--- src/rtl/pe_stream_arb_pkg.sv ---
// Shared types for the two-source AXI4-Stream packet arbiter.
// Holds the FSM state encoding, source id type and skid depth.
package pe_arb_pkg;

  typedef enum logic [2:0] {
    IDLE,
    ARB,
    XFER0,
    XFER1,
    DRAIN
  } state_t;

  typedef logic src_id_t;

  localparam int SKID_DEPTH = 2;

endpackage

--- src/rtl/pe_stream_arb_if.sv ---
// AXI4-Stream bundle for the arbiter; master drives, slave accepts.
// Sources carry no id; the arbiter attaches tid on the output side.
interface pe_stream_arb_if #(
  parameter int DW = 256
);
  import pe_arb_pkg::*;

  logic            tvalid;
  logic            tready;
  logic [DW-1:0]   tdata;
  logic [DW/8-1:0] tkeep;
  logic            tlast;
  src_id_t         tid;

  modport master (
    output tvalid, tdata, tkeep, tlast, tid,
    input  tready
  );

  modport slave (
    input  tvalid, tdata, tkeep, tlast,
    output tready
  );

endinterface

--- src/rtl/pe_axis_skid.sv ---
// Two-entry AXIS skid FIFO carrying data, keep, last and source id.
// Registered output: one cycle from acceptance to tvalid.
module pe_axis_skid
  import pe_arb_pkg::*;
#(
  parameter int DW = 256
) (
  input  logic            clk,
  input  logic            rst,
  input  logic            in_valid_i,
  output logic            in_ready_o,
  input  logic [DW-1:0]   in_data_i,
  input  logic [DW/8-1:0] in_keep_i,
  input  logic            in_last_i,
  input  src_id_t         in_id_i,
  output logic            empty_o,
  pe_stream_arb_if.master m
);

  typedef struct packed {
    logic [DW-1:0]   data;
    logic [DW/8-1:0] keep;
    logic            last;
    src_id_t         id;
  } beat_t;

  beat_t      mem_q [SKID_DEPTH];
  logic       wr_q;
  logic       rd_q;
  logic [1:0] cnt_q;
  logic       push;
  logic       pop;
  beat_t      head;

  assign in_ready_o = (cnt_q != 2'(SKID_DEPTH));
  assign empty_o    = (cnt_q == 2'd0);
  assign push       = in_valid_i & in_ready_o;
  assign pop        = m.tvalid & m.tready;

  always_ff @(posedge clk or posedge rst) begin
    if (rst) begin
      wr_q  <= 1'b0;
      rd_q  <= 1'b0;
      cnt_q <= 2'd0;
    end else begin
      if (push) wr_q <= ~wr_q;
      if (pop)  rd_q <= ~rd_q;
      cnt_q <= cnt_q + 2'(push) - 2'(pop);
    end
  end

  // Storage needs no reset; occupancy alone defines validity.
  always_ff @(posedge clk) begin
    if (push) mem_q[wr_q] <= '{in_data_i, in_keep_i, in_last_i, in_id_i};
  end

  assign head     = mem_q[rd_q];
  assign m.tvalid = ~empty_o;
  assign m.tdata  = head.data;
  assign m.tkeep  = head.keep;
  assign m.tlast  = head.last;
  assign m.tid    = head.id;

endmodule

--- src/rtl/pe_stream_arb.sv ---
// Packet-locked two-source AXIS arbiter (round-robin or strict priority).
// Optional perf counters enabled by defining PE_STREAM_ARB_PERF_EN.
module pe_stream_arb
  import pe_arb_pkg::*;
#(
  parameter int C_TDATA_WIDTH = 256,
  parameter int C_CNT_WIDTH   = 32
) (
  input  logic                   ap_clk,
  input  logic                   areset,
  input  logic                   ap_start,
  output logic                   ap_idle,
  output logic                   ap_done,
  input  logic                   ctrl_prio,
  input  logic [C_CNT_WIDTH-1:0] ctrl_pkts0,
  input  logic [C_CNT_WIDTH-1:0] ctrl_pkts1,
  pe_stream_arb_if.slave         s0_axis,
  pe_stream_arb_if.slave         s1_axis,
  pe_stream_arb_if.master        m_axis
`ifdef PE_STREAM_ARB_PERF_EN
  ,
  output logic [31:0]            perf_beats0,
  output logic [31:0]            perf_beats1,
  output logic [31:0]            perf_stall
`endif
);

  state_t                 state_q, state_d;
  logic [C_CNT_WIDTH-1:0] cnt0_q, cnt0_d, cnt0_dec;
  logic [C_CNT_WIDTH-1:0] cnt1_q, cnt1_d, cnt1_dec;
  src_id_t                rr_q, rr_d;
  logic                   prio_q, prio_d;
  logic                   start_q;
  logic                   start_edge;
  logic                   fire0, fire1;
  logic                   dec0, dec1;
  logic                   req0, req1;
  logic                   gnt_ok;
  src_id_t                gnt_id;
  logic                   sk_ready, sk_empty, sel1;

  assign start_edge = ap_start & ~start_q;
  assign fire0 = s0_axis.tvalid & s0_axis.tready;
  assign fire1 = s1_axis.tvalid & s1_axis.tready;
  assign dec0  = fire0 & s0_axis.tlast & (cnt0_q != '0);
  assign dec1  = fire1 & s1_axis.tlast & (cnt1_q != '0);
  assign cnt0_dec = cnt0_q - C_CNT_WIDTH'(dec0);
  assign cnt1_dec = cnt1_q - C_CNT_WIDTH'(dec1);

  // Eligibility sees post-tlast counts so back-to-back grants stay exact.
  assign req0   = (cnt0_dec != '0) & s0_axis.tvalid;
  assign req1   = (cnt1_dec != '0) & s1_axis.tvalid;
  assign gnt_ok = req0 | req1;
  assign gnt_id = prio_q ? ~req0 : ((req0 & req1) ? ~rr_q : req1);

  always_comb begin
    state_d = state_q;
    cnt0_d  = cnt0_dec;
    cnt1_d  = cnt1_dec;
    rr_d    = rr_q;
    prio_d  = prio_q;
    ap_done = 1'b0;
    unique case (state_q)
      IDLE: begin
        if (start_edge) begin
          state_d = ARB;
          cnt0_d  = ctrl_pkts0;
          cnt1_d  = ctrl_pkts1;
          prio_d  = ctrl_prio;
          rr_d    = 1'b1;
        end
      end
      ARB: begin
        if (cnt0_q == '0 && cnt1_q == '0) begin
          state_d = DRAIN;
        end else if (gnt_ok) begin
          state_d = gnt_id ? XFER1 : XFER0;
          rr_d    = gnt_id;
        end
      end
      XFER0, XFER1: begin
        if (dec0 | dec1) begin
          if (gnt_ok) begin
            state_d = gnt_id ? XFER1 : XFER0;
            rr_d    = gnt_id;
          end else begin
            state_d = ARB;
          end
        end
      end
      DRAIN: begin
        if (sk_empty) begin
          state_d = IDLE;
          ap_done = 1'b1;
        end
      end
      default: state_d = IDLE;
    endcase
  end

  always_ff @(posedge ap_clk or posedge areset) begin
    if (areset) begin
      state_q <= IDLE;
      cnt0_q  <= '0;
      cnt1_q  <= '0;
      rr_q    <= 1'b1;
      prio_q  <= 1'b0;
      start_q <= 1'b0;
    end else begin
      state_q <= state_d;
      cnt0_q  <= cnt0_d;
      cnt1_q  <= cnt1_d;
      rr_q    <= rr_d;
      prio_q  <= prio_d;
      start_q <= ap_start;
    end
  end

  assign ap_idle = (state_q == IDLE);
  assign sel1    = (state_q == XFER1);
  assign s0_axis.tready = (state_q == XFER0) & sk_ready;
  assign s1_axis.tready = sel1 & sk_ready;

  pe_axis_skid #(
    .DW(C_TDATA_WIDTH)
  ) u_skid (
    .clk        (ap_clk),
    .rst        (areset),
    .in_valid_i (fire0 | fire1),
    .in_ready_o (sk_ready),
    .in_data_i  (sel1 ? s1_axis.tdata : s0_axis.tdata),
    .in_keep_i  (sel1 ? s1_axis.tkeep : s0_axis.tkeep),
    .in_last_i  (sel1 ? s1_axis.tlast : s0_axis.tlast),
    .in_id_i    (sel1),
    .empty_o    (sk_empty),
    .m          (m_axis)
  );

`ifdef PE_STREAM_ARB_PERF_EN
  always_ff @(posedge ap_clk or posedge areset) begin
    if (areset) begin
      perf_beats0 <= '0;
      perf_beats1 <= '0;
      perf_stall  <= '0;
    end else if (ap_idle & start_edge) begin
      perf_beats0 <= '0;
      perf_beats1 <= '0;
      perf_stall  <= '0;
    end else begin
      if (fire0) perf_beats0 <= perf_beats0 + 32'd1;
      if (fire1) perf_beats1 <= perf_beats1 + 32'd1;
      if (m_axis.tvalid & ~m_axis.tready)
        perf_stall <= perf_stall + 32'd1;
    end
  end
`endif

endmodule

--- src/flat_wrapper.sv ---
// flat-port wrapper written by rule: the top's interface ports become plain ports
module pe_stream_arb_flat import pe_arb_pkg::*;
#(
  parameter int C_TDATA_WIDTH = 256,
  parameter int C_CNT_WIDTH   = 32
)
  (ap_clk, areset, ap_start, ap_idle, ap_done, ctrl_prio, ctrl_pkts0, ctrl_pkts1, s0_axis_tvalid, s0_axis_tdata, s0_axis_tkeep, s0_axis_tlast, s0_axis_tready, s1_axis_tvalid, s1_axis_tdata, s1_axis_tkeep, s1_axis_tlast, s1_axis_tready, m_axis_tvalid, m_axis_tdata, m_axis_tkeep, m_axis_tlast, m_axis_tid, m_axis_tready);
  pe_stream_arb_if #(.DW((256))) s0_axis_i ();
  pe_stream_arb_if #(.DW((256))) s1_axis_i ();
  pe_stream_arb_if #(.DW((256))) m_axis_i ();
  input  logic ap_clk;
  input  logic areset;
  input  logic ap_start;
  output logic ap_idle;
  output logic ap_done;
  input  logic ctrl_prio;
  input  logic [C_CNT_WIDTH-1:0] ctrl_pkts0;
  input  logic [C_CNT_WIDTH-1:0] ctrl_pkts1;
  input wire logic [$bits(s0_axis_i.tvalid)-1:0] s0_axis_tvalid;
  input wire logic [$bits(s0_axis_i.tdata)-1:0] s0_axis_tdata;
  input wire logic [$bits(s0_axis_i.tkeep)-1:0] s0_axis_tkeep;
  input wire logic [$bits(s0_axis_i.tlast)-1:0] s0_axis_tlast;
  output wire logic [$bits(s0_axis_i.tready)-1:0] s0_axis_tready;
  input wire logic [$bits(s1_axis_i.tvalid)-1:0] s1_axis_tvalid;
  input wire logic [$bits(s1_axis_i.tdata)-1:0] s1_axis_tdata;
  input wire logic [$bits(s1_axis_i.tkeep)-1:0] s1_axis_tkeep;
  input wire logic [$bits(s1_axis_i.tlast)-1:0] s1_axis_tlast;
  output wire logic [$bits(s1_axis_i.tready)-1:0] s1_axis_tready;
  output wire logic [$bits(m_axis_i.tvalid)-1:0] m_axis_tvalid;
  output wire logic [$bits(m_axis_i.tdata)-1:0] m_axis_tdata;
  output wire logic [$bits(m_axis_i.tkeep)-1:0] m_axis_tkeep;
  output wire logic [$bits(m_axis_i.tlast)-1:0] m_axis_tlast;
  output wire logic [$bits(m_axis_i.tid)-1:0] m_axis_tid;
  input wire logic [$bits(m_axis_i.tready)-1:0] m_axis_tready;
  assign s0_axis_i.tvalid = s0_axis_tvalid;
  assign s0_axis_i.tdata = s0_axis_tdata;
  assign s0_axis_i.tkeep = s0_axis_tkeep;
  assign s0_axis_i.tlast = s0_axis_tlast;
  assign s0_axis_tready = s0_axis_i.tready;
  assign s1_axis_i.tvalid = s1_axis_tvalid;
  assign s1_axis_i.tdata = s1_axis_tdata;
  assign s1_axis_i.tkeep = s1_axis_tkeep;
  assign s1_axis_i.tlast = s1_axis_tlast;
  assign s1_axis_tready = s1_axis_i.tready;
  assign m_axis_tvalid = m_axis_i.tvalid;
  assign m_axis_tdata = m_axis_i.tdata;
  assign m_axis_tkeep = m_axis_i.tkeep;
  assign m_axis_tlast = m_axis_i.tlast;
  assign m_axis_tid = m_axis_i.tid;
  assign m_axis_i.tready = m_axis_tready;
  pe_stream_arb #(.C_TDATA_WIDTH(C_TDATA_WIDTH), .C_CNT_WIDTH(C_CNT_WIDTH)) u_core (.ap_clk(ap_clk), .areset(areset), .ap_start(ap_start), .ap_idle(ap_idle), .ap_done(ap_done), .ctrl_prio(ctrl_prio), .ctrl_pkts0(ctrl_pkts0), .ctrl_pkts1(ctrl_pkts1), .s0_axis(s0_axis_i), .s1_axis(s1_axis_i), .m_axis(m_axis_i));
endmodule
--- config.mk ---
export PLATFORM = sky130hd
export DESIGN_NAME = pe_stream_arb_flat
export DESIGN_NICKNAME = d
export VERILOG_FILES = /design/src/rtl/pe_stream_arb_pkg.sv /design/src/rtl/pe_stream_arb_if.sv /design/src/rtl/pe_axis_skid.sv /design/src/rtl/pe_stream_arb.sv /design/src/flat_wrapper.sv
export SDC_FILE = /design/constraint.sdc
export NUM_CORES = 1
export LEC_CHECK = 0
export ABC_AREA = 1
export BUFFER_PORTS_ARGS = -buffer_cell sky130_fd_sc_hd__buf_4
export CAP_MARGIN = 20
export CELL_PAD_IN_SITES_DETAIL_PLACEMENT = 0
export CELL_PAD_IN_SITES_GLOBAL_PLACEMENT = 1
export CORE_AREA = 2 2 368 370
export CTS_CLUSTER_SIZE = 24
export DETAILED_ROUTE_END_ITERATION = 8
export DIE_AREA = 0 0 370 372
export GPL_ROUTABILITY_DRIVEN = 0
export PLACE_DENSITY = 0.48
export RECOVER_POWER = 25
export SLEW_MARGIN = 20
export SYNTH_ARGS = -nofsm -noshare
export SYNTH_HDL_FRONTEND = slang
export SYNTH_SLANG_ARGS = --single-unit
--- constraint.sdc ---
create_clock -name ap_clk -period 17.55 [get_ports ap_clk]
set_input_delay 0.8775 -clock ap_clk [delete_from_list [all_inputs] [get_ports ap_clk]]
set_output_delay 0.8775 -clock ap_clk [all_outputs]
set_load 0.01 [all_outputs]
==> results.toml <==
[run_status]
status = "complete, but fails checks"
violations = "max-capacitance violations, max-slew violations"

[synthesis]
yosysTopAreaCellShare_pct = 58.60
syn_inst = 3290
synth_top_area_cell = "edfxtp_1"
yosysMostFrequentCell = "nand2_1"
synth_top_flop_cell = "edfxtp_1"
synth_cell_types = 31
synth.area.top_cells = "edfxtp_1 59%, nand2_1 25%, dfrtp_1 6.1%, nor2_1 2.3%, clkbuf_1 1.7%"
synth_warnings = 0
syn_avg_cell_area_um2 = 9.035
synth-seq-area-share_pct = 64.83
synth_nets = 3945
ys_top_cells_by_count = "2001 x nand2_1, 580 x edfxtp_1, 182 x nor2_1"
synth-edff-count = 580
synth-seq-cells = 654
netlist_area_mm2 = 0.02972
synthArstFlopShare_pct = 11.31

[global_route]
overflow = 0
grt_max_degree = 103
grt_pass1_vias = 23840
grt_pass1_wl_um = 171500
grt_antenna_before_repair = 7
gr-usage-all-layers_pct = 17.31

[place]
io_buffers = 943
dp_cells = 5900
post-place-ws_ps = 12300
dpl.hpwl_um = 93740
postPlaceCellArea_mm2 = 0.03875

[critical_path]
max_stage_delay_ps = 2620
required_ps = 17810
arrival_ps = 8710
path_cells = "nor2_1 -> inv_1 -> nor2_1 -> clkinvlp_2 -> nor2_1 -> nand2_1 -> nand2_1 -> inv_1 -> nor2_4 -> buf_4 -> buf_4 -> buf_4"
endpoint_kind = "flip-flop"
cp_top_family = "buffers and inverters"
criticalPathCategory = "flip-flop to flip-flop"
cpMaxStageDelayCell = "clkinvlp_2"
crit_path_max_fanout = 72
startpoint_type = "flip-flop"
path_buf_inv = 6

[floorplanning]
core_region_area_mm2 = 0.1343
start_util_pct = 22.13
die-area_mm2 = 0.1376
ioPinCount = 944
rows = 135
die_h_um = 372
die_width_um = 370

[route]
via_count = 24870
drt_iter0_drc = 1421
ant_nets = 0
drc = 0
routed_wl_um = 125100
vias_per_cell = 4.112
firstDrtPassIters = 7
wl_per_cell_um = 20.69

[final_layout]
finalInstanceArea_mm2 = 0.04129
num-fill-cells = 14350
nNetsFinal = 4858
synthToLayoutAreaGrowth_pct = 38.90
finalNonFillerCells = 6047
drive_above_1_share_pct = 25.96

[clock_tree]
cts_sinks = 654
cts_tree = "yes"
cts_setup_buffers = 0
clk_pin_slew_ps = 60
clk_path_buf_depth = 3
cts_buffers = 80
cts-root-buf = "clkbuf_16"
clkLatencyLatePin_ps = 640
cts_resized = 0
htreeDepth = 3
postCtsHoldBufs = 0

[sta]
timing.fmax_mhz = 118.3
fin_tns_setup_ps = 0
finalClockSkew_ps = 42.28
slew_headroom_pct = -158.8
grt_setup_unrepaired = "no"
setup_violations = 0
period_minus_slack_ps = 8455
min_period_over_period_pct = 48.18
slew_violations = 542
setup_slack_ps = 9095
worst_pin_slew_ps = 3881
hold_viol = 0

[power_and_ir_drop]
totalPowerFinal_mw = 7.482
power.density_mw_per_mm2 = 181.2
power.leakage_nw = 18.95
vdd_drop_max_mv = 0.08149

[worst_hold_path]
hold_class = "input pin to async pin"

[run]
maxCapViolCount = 9
[flip-flops by register name, summed over array words and instances, names as in the netlist]
register,count
u_core.u_skid.mem_q,580
u_core.cnt0_q,32
u_core.cnt1_q,32
u_core.state_q,3
u_core.u_skid.cnt_q,2
u_core.prio_q,1
u_core.rr_q,1
u_core.start_q,1
u_core.u_skid.rd_q,1
u_core.u_skid.wr_q,1
[per-stage QoR]
step,hold WS [ps],util (%)
after floorplan,450.6,-
after global placement,469.7,28.86
after detailed placement,473.9,28.86
after CTS,111.6,30.77
after global routing,308.6,30.74
final,308.5,30.74
[placed cells by master (no fill, tap or decap), types with 3 or more instances in the layout]
cell type / count
nand2_1: 2003
buf_4: 959
edfxtp_1: 580
nor2_1: 184
inv_1: 97
clkbuf_16: 83
dfrtp_1: 73
nand3_1: 46
a31oi_1: 35
o21ai_0: 33
clkbuf_1: 33
nand4_1: 15
clkinv_1: 15
nor2_2: 12
xor2_1: 12
clkinv_2: 9
nand2_2: 8
nor3_1: 6
o21ai_1: 6
o21ai_2: 6
ha_1: 6
clkbuf_8: 5
bufinv_16: 5
nand3b_1: 4
xnor2_1: 3
a21oi_1: 3
[power by group]
| part | internal (mW) | total (mW) | switching [mW] |
|---|---|---|---|
| Sequential | 2.41 | 2.59 | 0.185 |
| Combinational | 1.05 | 3.27 | 2.22 |
| Clock | 0.963 | 1.62 | 0.656 |
| Total | 4.42 | 7.48 | 3.06 |
[worst paths after layout]
path	cells past startpoint	startpoint	to	slack (ps)
worst max-delay path	12	u_core.state_q[2]	u_core.u_skid.mem_q[1][165]	9100
worst min-delay path	2	areset	u_core.cnt1_q[2]	310
min in group ap_clk	1	ap_start	u_core.start_q	370
worst max register to register	12	u_core.state_q[2]	u_core.u_skid.mem_q[1][165]	9100
max in group asynchronous	3	areset	u_core.cnt0_q[23]	13130
worst min register to register	2	u_core.rr_q	u_core.rr_q	480
[worst register-to-register path: stages, from the launching register on]
cell and delay, ps:
dfrtp_1 430, nor2_1 280, inv_1 90, nor2_1 170, clkinvlp_2 2620, nor2_1 1160
nand2_1 120, nand2_1 190, inv_1 120, nor2_4 600, buf_4 750, buf_4 670
buf_4 800
[per-layer routing]
| layer | vias up | GRT usage (%) | wire length [um] |
|---|---|---|---|
| met5 | - | 0 | 16 |
| met4 | 4 | 4.823 | 2916 |
| met3 | 118 | 4.482 | 8690 |
| met2 | 737 | 29.62 | 60960 |
| met1 | 11630 | 21.47 | 52550 |
| li1 | 12380 | - | - |
[final cells by class]
class	instances	area [um^2]	area share, %
antenna	1	2.502	0.006061
tap	1781	2228	5.397
sequential	654	19270	46.67
multi-input combinational	2392	9519	23.06
inverter	102	392.9	0.9516
clock inverter	34	341.6	0.8273
clock buffer	110	2228	5.397
timing repair buffer	973	7303	17.69
[cells by family after synthesis]
logic type | synth area share (%)
adder cells (fa/ha/maj) | 0.2526
XOR/XNOR | 0.4420
buffers and inverters | 3.111
AND/OR/NAND/NOR | 29.72
flip-flops | 64.83
AO/OA/AOI/OAI | 1.646
(Power assumes the default switching activity.)
